<file path="src/rtl/pc_trace_monitor.sv">
`default_nettype none
// ============================================================================
//  Module   : pc_trace_monitor
//  Purpose  : Captures program-counter changes into a circular trace buffer,
//             detects halts, and streams the trace out oldest-first.
//  Revision : 1.0 - initial release
// ============================================================================
module pc_trace_monitor #(
    parameter int DEPTH    = 16,
    parameter int HALT_CNT = 4
) (
    input  logic                     clk,
    input  logic                     rst,
    input  logic [3:0]               in_PC,
    input  logic                     start,
    input  logic                     stop,
    input  logic                     dump,
    input  logic                     out_ready,
    output logic                     out_valid,
    output logic [3:0]               out_data,
    output logic                     out_last,
    output logic                     busy,
    output logic                     halted,
    output logic                     overflow,
    output logic [$clog2(DEPTH):0]   count,
    output logic [7:0]               branch_cnt,
    output logic                     done
);

    localparam int c_AW = $clog2(DEPTH);
    localparam int c_SW = $clog2(HALT_CNT);
    localparam logic [c_AW:0]   c_FULL       = (c_AW + 1)'(DEPTH);
    localparam logic [c_SW-1:0] c_STABLE_END = c_SW'(HALT_CNT - 2);

    localparam logic [1:0] c_IDLE    = 2'd0;
    localparam logic [1:0] c_CAPTURE = 2'd1;
    localparam logic [1:0] c_HALTED  = 2'd2;
    localparam logic [1:0] c_DUMP    = 2'd3;

    logic [1:0]      r_state;
    logic [1:0]      w_state_nxt;

    logic [3:0]      r_mem [DEPTH];
    logic [c_AW-1:0] r_wr_ptr;
    logic [c_AW-1:0] r_rd_ptr;
    logic [c_AW-1:0] r_left;
    logic [c_AW:0]   r_count;
    logic [7:0]      r_branch;
    logic            r_ovf;
    logic            r_first;
    logic [c_SW-1:0] r_stable;
    logic [3:0]      r_last_pc;
    logic            r_out_valid;
    logic [3:0]      r_out_data;
    logic            r_out_last;
    logic            r_busy;
    logic            r_halted;
    logic            r_done;

    logic            w_capture;
    logic            w_pc_change;
    logic            w_write;
    logic            w_halt_hit;
    logic            w_accept;
    logic            w_start_cap;
    logic            w_dump_go;
    logic [3:0]      w_seq_pc;
    logic [c_AW-1:0] w_rd_first;

    assign w_capture   = (r_state == c_CAPTURE);
    assign w_pc_change = (in_PC != r_last_pc);
    assign w_seq_pc    = r_last_pc + 4'd1;
    assign w_write     = w_capture && (r_first || w_pc_change);
    assign w_halt_hit  = w_capture && !r_first && !w_pc_change && (r_stable == c_STABLE_END);
    assign w_accept    = r_out_valid && out_ready;
    assign w_start_cap = start && ((r_state == c_IDLE) || ((r_state == c_HALTED) && !dump));
    assign w_dump_go   = (r_state == c_HALTED) && dump;
    // Oldest entry: a full buffer wraps back to wr_ptr itself.
    assign w_rd_first  = r_wr_ptr - r_count[c_AW-1:0];

    always_ff @(posedge clk) begin
        if (!rst) begin
            r_state <= c_IDLE;
        end else begin
            r_state <= w_state_nxt;
        end
    end

    always_comb begin
        w_state_nxt = r_state;
        case (r_state)
            c_IDLE: begin
                if (start) w_state_nxt = c_CAPTURE;
            end
            c_CAPTURE: begin
                if (stop || w_halt_hit) w_state_nxt = c_HALTED;
            end
            c_HALTED: begin
                if (dump) begin
                    w_state_nxt = (r_count == '0) ? c_IDLE : c_DUMP;
                end else if (start) begin
                    w_state_nxt = c_CAPTURE;
                end
            end
            c_DUMP: begin
                if (w_accept && r_out_last) w_state_nxt = c_IDLE;
            end
            default: w_state_nxt = c_IDLE;
        endcase
    end

    always_ff @(posedge clk) begin
        if (rst && w_write) begin
            r_mem[r_wr_ptr] <= in_PC;
        end
    end

    always_ff @(posedge clk) begin
        if (!rst) begin
            r_wr_ptr    <= '0;
            r_rd_ptr    <= '0;
            r_left      <= '0;
            r_count     <= '0;
            r_branch    <= '0;
            r_ovf       <= 1'b0;
            r_first     <= 1'b0;
            r_stable    <= '0;
            r_last_pc   <= '0;
            r_out_valid <= 1'b0;
            r_out_data  <= '0;
            r_out_last  <= 1'b0;
            r_busy      <= 1'b0;
            r_halted    <= 1'b0;
            r_done      <= 1'b0;
        end else begin
            r_done   <= 1'b0;
            r_busy   <= (w_state_nxt == c_CAPTURE) || (w_state_nxt == c_DUMP);
            r_halted <= (w_state_nxt == c_HALTED);

            if (w_start_cap) begin
                r_count  <= '0;
                r_wr_ptr <= '0;
                r_ovf    <= 1'b0;
                r_branch <= '0;
                r_stable <= '0;
                r_first  <= 1'b1;
            end

            if (w_write) begin
                r_wr_ptr  <= r_wr_ptr + c_AW'(1);
                r_last_pc <= in_PC;
                r_first   <= 1'b0;
                if (r_count == c_FULL) begin
                    r_ovf <= 1'b1;
                end else begin
                    r_count <= r_count + (c_AW + 1)'(1);
                end
            end

            // Branch and stability tracking only once a reference PC exists.
            if (w_capture && !r_first) begin
                if (w_pc_change) begin
                    r_stable <= '0;
                    if ((in_PC != w_seq_pc) && (r_branch != 8'hFF)) begin
                        r_branch <= r_branch + 8'd1;
                    end
                end else begin
                    r_stable <= r_stable + c_SW'(1);
                end
            end

            if (w_dump_go) begin
                if (r_count == '0) begin
                    r_done <= 1'b1;
                end else begin
                    r_out_valid <= 1'b1;
                    r_out_data  <= r_mem[w_rd_first];
                    r_out_last  <= (r_count == (c_AW + 1)'(1));
                    r_rd_ptr    <= w_rd_first + c_AW'(1);
                    r_left      <= r_count[c_AW-1:0] - c_AW'(1);
                end
            end

            if ((r_state == c_DUMP) && w_accept) begin
                if (r_out_last) begin
                    r_out_valid <= 1'b0;
                    r_out_last  <= 1'b0;
                    r_done      <= 1'b1;
                end else begin
                    r_out_data <= r_mem[r_rd_ptr];
                    r_rd_ptr   <= r_rd_ptr + c_AW'(1);
                    r_left     <= r_left - c_AW'(1);
                    r_out_last <= (r_left == c_AW'(1));
                end
            end
        end
    end

    assign out_valid  = r_out_valid;
    assign out_data   = r_out_data;
    assign out_last   = r_out_last;
    assign busy       = r_busy;
    assign halted     = r_halted;
    assign overflow   = r_ovf;
    assign count      = r_count;
    assign branch_cnt = r_branch;
    assign done       = r_done;

endmodule
`default_nettype wire

</file>
<file path="config.mk">
export PLATFORM = sky130hd
export DESIGN_NAME = pc_trace_monitor
export DESIGN_NICKNAME = d
export VERILOG_FILES = /design/src/rtl/pc_trace_monitor.sv
export SDC_FILE = /design/constraint.sdc
export NUM_CORES = 1
export LEC_CHECK = 0
export CAP_MARGIN = 20
export CORE_AREA = 2 2 100 126
export CTS_CLUSTER_DIAMETER = 40
export DETAILED_ROUTE_END_ITERATION = 6
export DIE_AREA = 0 0 102 128
export PLACE_DENSITY = 0.7
export SLEW_MARGIN = 20
export SYNTH_ARGS = -nofsm -noshare
export SYNTH_HDL_FRONTEND = slang
export SYNTH_SLANG_ARGS = --single-unit
</file>
<file path="constraint.sdc">
create_clock -name clk -period 2.2 [get_ports clk]
set_clock_uncertainty 0.05 [all_clocks]
set_input_delay 0.33 -clock clk [delete_from_list [all_inputs] [get_ports clk]]
set_output_delay 0.33 -clock clk [all_outputs]
set_load 0.02 [all_outputs]
</file>
==> impl_metrics.tcl, run 1 <==
set metrics [dict create \
    gp_congestion 0.908 \
    dieHeight_um 128 \
    syn_area_mm2 0.00577 \
    fin_crit_ns 2.33 \
    ys_seq_area_share_pct 48.6 \
    drv_slew 0 \
    rsz0062_at_grt "yes" \
    clkLatencyLatePin_ns 0.34 \
    dieArea_mm2 0.0131 \
    crit_type "reg -> reg" \
    yosysTopAreaCellShare_pct 33.3 \
    yosysMostFrequentCell "edfxtp_1" \
    coreArea_mm2 0.0119 \
    synth_cells 485 \
    dieWidth_um 102 \
    arrival_ns 2.51 \
    synth_top_area_cell "edfxtp_1" \
    grt_first_pass_wirelength_um 22600 \
    routed_wl_um 13900 \
    crit_fanout 9 \
    antenna_found_initial 0 \
    worst_pin_slew_ns 0.473 \
    synthTopCellsByCount "edfxtp_1, dfxtp_1, nand2_1, nor2_1" \
    worstReg2RegStart "r_wr_ptr[0]" \
    period_share_pct 106 \
    rrSetupSlack_ns -0.13 \
    max_slew_margin_pct 68.4 \
    num_vias 4315 \
    crit_top_cell "inv_2" \
    root_buffer "clkbuf_16" \
    drive_gt1_share_pct 19.9 \
    critPathSlowestCell "fa_2" \
    status "finished with violations" \
    wire_per_inst_um 18.9 \
    nets 597 \
    p_per_area_mw_per_mm2 621 \
    ios 33 \
    grt_use_total_pct 22.6 \
    fmax_mhz 429 \
    power_w 0.00437 \
    final-hold-violation-count 0 \
    clk_pin_slew_ns 0.07 \
    irDropWorstVdd_mv 0.362 \
    dp_hpwl_um 10400 \
    violations "negative setup slack" \
    synthFlopType "edfxtp_1" \
    required_ns 2.38 \
    setup_viol 5 \
    regToRegEndpoint "out_data[1]" \
    fin_ws_ns -0.132 \
    cts_buffer_depth 2 \
    grt_pass1_vias 4301 \
    drtPass1Iterations 5 \
    ctsHoldBuffers 0 \
    slowest_delay_ns 0.39 \
    route.detailed.vias_per_inst 5.85 \
    tns_ns -0.508 \
    syn_avg_cell_area_um2 11.9 \
    start_util_pct 48.3 \
    critPathLaunch "r_wr_ptr[0]" \
    clock_sinks 108 \
    numCtsBuffers 9 \
    hold_start "r_last_pc[3]" \
    row_count 45 \
    fill_cells 994 \
    synth_cell_types 63 \
    ys_ff_latch 108 \
    worst_setup_path_start_kind "flop" \
    hp-class "reg -> reg" \
    synth_edf_count 64 \
    synth.yosys.warnings 0 \
    drc 0 \
    ant_nets 0 \
    synth_nets 514 \
    areaGrowthSynthToFinish_pct 22.1 \
    grt_overflow_total 0 \
    cts-htree-levels 3 \
    grt_max_degree 30 \
    ff2ff_path_depth 10 \
    power_leakage_nw 2.51 \
    drv_cap 0 \
    finalInstanceArea_mm2 0.00704 \
    io_buffers 32 \
    synth.area.top_cells "edfxtp_1, dfxtp_1, mux4_1, mux2i_1, ha_1" \
    hold_depth 2 \
    hold_end "r_last_pc[3]" \
    cts_tree "done" \
    synthArstFlopShare_pct 0 \
    drt_iter0_drc 340 \
    dpl_cell_area_mm2 0.00671 \
    num_antenna_cells 0 \
    timing.critical_path.cells "inv_2 > ha_4 > inv_2 > fa_2 > xor2_2 > buf_6 > mux4_1 > mux2i_2 > nor3_1 > o311a_1" \
    finish.utilization_pct 59.0 \
    worstSetupEndpointType "flop" \
]
-- repair_timing --
action,in CTS,in global routing
buffers inserted,2,0
pin swaps,1,0
endpoints found under the setup margin,8,5
gates cloned,0,0
resized for setup,3,0
-- cell families (layout without fill, tap and decap cells) --
family | Yosys count | in the layout | synth area share (%)
flip-flops | 108 | 108 | 48.6
AND/OR/NAND/NOR | 155 | 155 | 13.7
AO/OA/AOI/OAI | 92 | 92 | 11.3
XOR/XNOR | 18 | 18 | 3.10
adder cells (fa/ha/maj) | 19 | 19 | 4.25
multiplexers | 51 | 51 | 15.1
buffers and inverters | 42 | 130 | 3.93
-- cell type report --
| cell class | count | area [um2] | area share, % |
|---|---|---|---|
| Clock inverter | 5 | 52.6 | 0.747 |
| Sequential cell | 108 | 2810 | 39.9 |
| Tap cell | 164 | 205 | 2.92 |
| Inverter | 13 | 48.8 | 0.693 |
| Timing Repair Buffer | 101 | 917 | 13.0 |
| Multi-Input combinational cell | 335 | 2770 | 39.4 |
| Clock buffer | 11 | 233 | 3.31 |
-- state kept, by name (all words and copies together), names as in the netlist, 2 cells and up --
| register | flops |
|---|---|
| r_mem | 64 |
| branch_cnt | 8 |
| count | 5 |
| out_data | 4 |
| r_last_pc | 4 |
| r_left | 4 |
| r_rd_ptr | 4 |
| r_wr_ptr | 4 |
| r_stable | 2 |
| r_state | 2 |
-- stage by stage --
step	setup WS [ns]	hold WS, ns	std cells
4_1_cts	-0.143	0.429	737
3_3_place_gp	-0.352	0.412	719
2_1_floorplan	-0.0658	0.379	485
3_5_place_dp	-0.355	0.420	719
6_report	-0.132	0.426	737
5_1_grt	-0.194	0.454	737
-- power breakdown --
part           total, W  switching, W  internal [W]
clock           0.00156      0.000681      0.000878
combinational  0.000628      0.000316      0.000312
sequential      0.00218     0.0000216       0.00216
-- routing by layer --
layer	part of all wire, %	wire [um]	vias up	GRT usage (%)
met5	0	0	-	0
met2	50	6990	142	36.4
met1	42	5840	2107	29.5
li1	-	-	2028	-
met4	3.8	525	0	10.8
met3	4.1	573	38	4.20
-- placed cells by master, fill, tap and decap left out, drive strengths merged, types with 7 or more instances in the layout --
cell           count
clkdlybuf4s50     32
dfxtp             44
o21a               7
ha                18
xor2               7
nand3             19
inv               13
nor3              20
nor2              37
buf               69
edfxtp            64
a31oi              8
xnor2             10
nand2             39
a21oi             27
o21ai              9
clkbuf            11
mux2i             26
mux4              24
-- how the worst max path moves through the flow --
stage | end | slack (ns) | depth (start not counted)
6_report | out_data[1] | -0.13 | 10
5_1_grt | out_data[1] | -0.19 | 10
4_1_cts | out_data[1] | -0.14 | 10
3_5_place_dp | r_mem[14][2] | -0.36 | 7
3_3_place_gp | r_mem[13][3] | -0.35 | 7
2_1_floorplan | out_data[0] | -0.07 | 9
-- worst max-delay path: cells and delay by family (launching register included) --
family	cells	cell delay, ns
DFF	1	0.33
muxes	2	0.53
and+or+nand+nor	1	0.07
adders and majority gates	2	0.52
buffers and inverters	3	0.28
xor gates and xnor gates	1	0.14
AOI/OAI and AO/OA	1	0.32
(Power assumes the default switching activity.)
==> run 2, diff against run 1 <==
--- a/config.mk
+++ b/config.mk
@@ -5,6 +5,7 @@
 export SDC_FILE = /design/constraint.sdc
 export NUM_CORES = 1
 export LEC_CHECK = 0
+export ABC_CLOCK_PERIOD_IN_PS = 2200
 export CAP_MARGIN = 20
 export CORE_AREA = 2 2 100 126
 export CTS_CLUSTER_DIAMETER = 40
==> results of run 2 <==
The final DEF is identical to that of run 1; final timing and power are the same.
==> run 3, diff against run 2 <==
--- a/config.mk
+++ b/config.mk
@@ -5,13 +5,13 @@
 export SDC_FILE = /design/constraint.sdc
 export NUM_CORES = 1
 export LEC_CHECK = 0
-export ABC_CLOCK_PERIOD_IN_PS = 2200
+export ABC_CLOCK_PERIOD_IN_PS = 2500
 export CAP_MARGIN = 20
 export CORE_AREA = 2 2 100 126
 export CTS_CLUSTER_DIAMETER = 40
 export DETAILED_ROUTE_END_ITERATION = 6
 export DIE_AREA = 0 0 102 128
-export PLACE_DENSITY = 0.7
+export PLACE_DENSITY = 0.67
 export SLEW_MARGIN = 20
 export SYNTH_ARGS = -nofsm -noshare
 export SYNTH_HDL_FRONTEND = slang
==> constraint.sdc (replaced) <==
create_clock -name clk -period 2.5 [get_ports clk]
set_clock_uncertainty 0.05 [all_clocks]
set_input_delay 0.375 -clock clk [delete_from_list [all_inputs] [get_ports clk]]
set_output_delay 0.375 -clock clk [all_outputs]
set_load 0.02 [all_outputs]
==> run 3 against run 2 <==
  * The run now ends clean
  * First-iteration DRC count decreased by 37%
  * Combinational power down 15%
  * Setup slack improved by 0.18 ns
  * Critical endpoint is now out_data[3]
  * Largest power group unchanged
==> impl_metrics.tcl, run 3 (synthesis results as in run 1) <==
set metrics [dict create \
    wl_met1_um 5870 \
    status "completed" \
    max_slew_margin_pct 63.8 \
    fin_crit_ns 2.46 \
    cts_tree "done" \
    clkLatencyLatePin_ns 0.35 \
    layout_commonest_cell "edfxtp_1" \
    grt_pass1_vias 4272 \
    irDropWorstVdd_mv 0.300 \
    fin_ws_ns 0.0444 \
    grt_first_pass_wirelength_um 22900 \
    pre_cts_ws_ns -0.0409 \
    critPathSlowestCell "fa_2" \
    dp.cells 705 \
    dieWidth_um 102 \
    slowest_delay_ns 0.36 \
    wire_per_inst_um 19.8 \
    cts_buffer_depth 2 \
    period_share_pct 98.2 \
    nets 587 \
    num_antenna_cells 0 \
    grt_overflow_total 0 \
    tns_ns 0 \
    drv_cap 0 \
    root_buffer "clkbuf_16" \
    crit_fanout 8 \
    grt_use_total_pct 23.2 \
    required_ns 2.68 \
    crit_buf_inv 4 \
    dr_wl_met3_um 736 \
    drv_slew 0 \
    clock_sinks 108 \
    path_depth 11 \
    setup_viol 0 \
    hp-class "reg -> reg" \
    crit_top_cell "inv_2" \
    numCtsBuffers 9 \
    power_leakage_nw 2.47 \
    timing.critical_path.cells "inv_2 > ha_4 > inv_2 > fa_2 > xor2_2 > buf_12 > buf_8 > mux4_2 > mux2i_1 > nor3_1 > o311a_1" \
    drt_iter0_drc 215 \
    worst_pin_slew_ns 0.540 \
    row_count 45 \
    gp_congestion 0.873 \
    dieArea_mm2 0.0131 \
    critPathLaunch "r_wr_ptr[0]" \
    worst_setup_path_start_kind "flop" \
    arrival_ns 2.64 \
    coreArea_mm2 0.0119 \
    clk_pin_slew_ns 0.07 \
    drc 0 \
    drtPass1Iterations 6 \
    cts-htree-levels 3 \
    areaGrowthSynthToFinish_pct 20.1 \
    finalNonFillerCells 727 \
    routed_wl_um 14400 \
    worstSetupEndpointType "flop" \
    ant_nets 0 \
    setup.worst_path.end "out_data[3]" \
    rsz0062_at_grt "yes" \
    num_vias 4289 \
    drive_gt1_share_pct 17.8 \
    ctsHoldBuffers 0 \
    rrSetupSlack_ns 0.04 \
    route.detailed.vias_per_inst 5.90 \
    largest_register_ffs 64 \
    topRoutingLayerUsed "met4" \
    ff2ff_path_depth 11 \
    regMostFlops "r_mem" \
    dp_hpwl_um 10600 \
    grt_max_degree 30 \
    fmax_mhz 407 \
    worstReg2RegStart "r_wr_ptr[0]" \
    crit_type "reg -> reg" \
    antenna_found_initial 0 \
    io_buffers 32 \
    p_per_area_mw_per_mm2 554 \
    start_util_pct 48.3 \
    dieHeight_um 128 \
    final-hold-violation-count 0 \
    regToRegEndpoint "out_data[3]" \
    ios 33 \
    wl_met2_um 7250 \
    mostFrequentLayoutCells "edfxtp_1, buf_4, dfxtp_1" \
    cpLargestDelayFamily "adder cells" \
]
-- run 3: power breakdown --
part / total [W] / internal [W] / switching [W]
clock network: 0.00138 / 0.000740 / 0.000644
registers: 0.00192 / 0.00190 / 0.0000223
logic: 0.000531 / 0.000252 / 0.000279
total: 0.00384 / 0.00289 / 0.000945
-- run 3: how the worst min path moves through the flow --
stage / start / endpoint / slack [ns] / depth (start not counted)
after global routing: r_last_pc[3] / r_last_pc[3] / 0.48 / 2
final: r_last_pc[3] / r_last_pc[3] / 0.43 / 2
after floorplan: r_last_pc[3] / r_last_pc[3] / 0.40 / 2
after CTS: r_last_pc[3] / r_last_pc[3] / 0.44 / 2
after global placement: overflow / overflow / 0.43 / 2
after detailed placement: r_last_pc[3] / r_last_pc[3] / 0.44 / 2
-- run 3: metrics by stage --
stage               area, um2  hold WS [ns]  power, W  util [%]
detailed placement       6570         0.444   0.00247      55.1
global placement         6570         0.427   0.00246      55.1
floorplan                5780         0.399   0.00227         -
finish                   6920         0.430   0.00384      58.0
CTS                      6860         0.437   0.00384      57.5
global route             6920         0.481   0.00396      58.0
-- run 3: worst min-delay path, stage by stage (launching register included) --
cell and delay (ns):
dfxtp_1 0.33, nand2_1 0.06, a21oi_1 0.05
-- run 3: per-layer routing --
layer | GRT usage [%] | vias up
li1 | - | 2009
met1 | 30.0 | 2111
met2 | 37.6 | 138
met3 | 4.91 | 31
met4 | 10.2 | 0
met5 | 0 | -
-- run 3: repair_timing --
| item | CTS | global route |
|---|---|---|
| cloned | 0 | 0 |
| setup buffers | 0 | 6 |
| pin swaps | 1 | 4 |
| setup endpoints to repair | 2 | 4 |
| resized for setup | 0 | 10 |
-- run 3: final cells by class --
cell class,instances,area (um2)
fill,1014,5010
sequential,108,2810
multi-input combinational,335,2760
timing repair buffer,91,821
clock buffer,11,254
tap,164,205
inverter,13,48.8
clock inverter,5,33.8
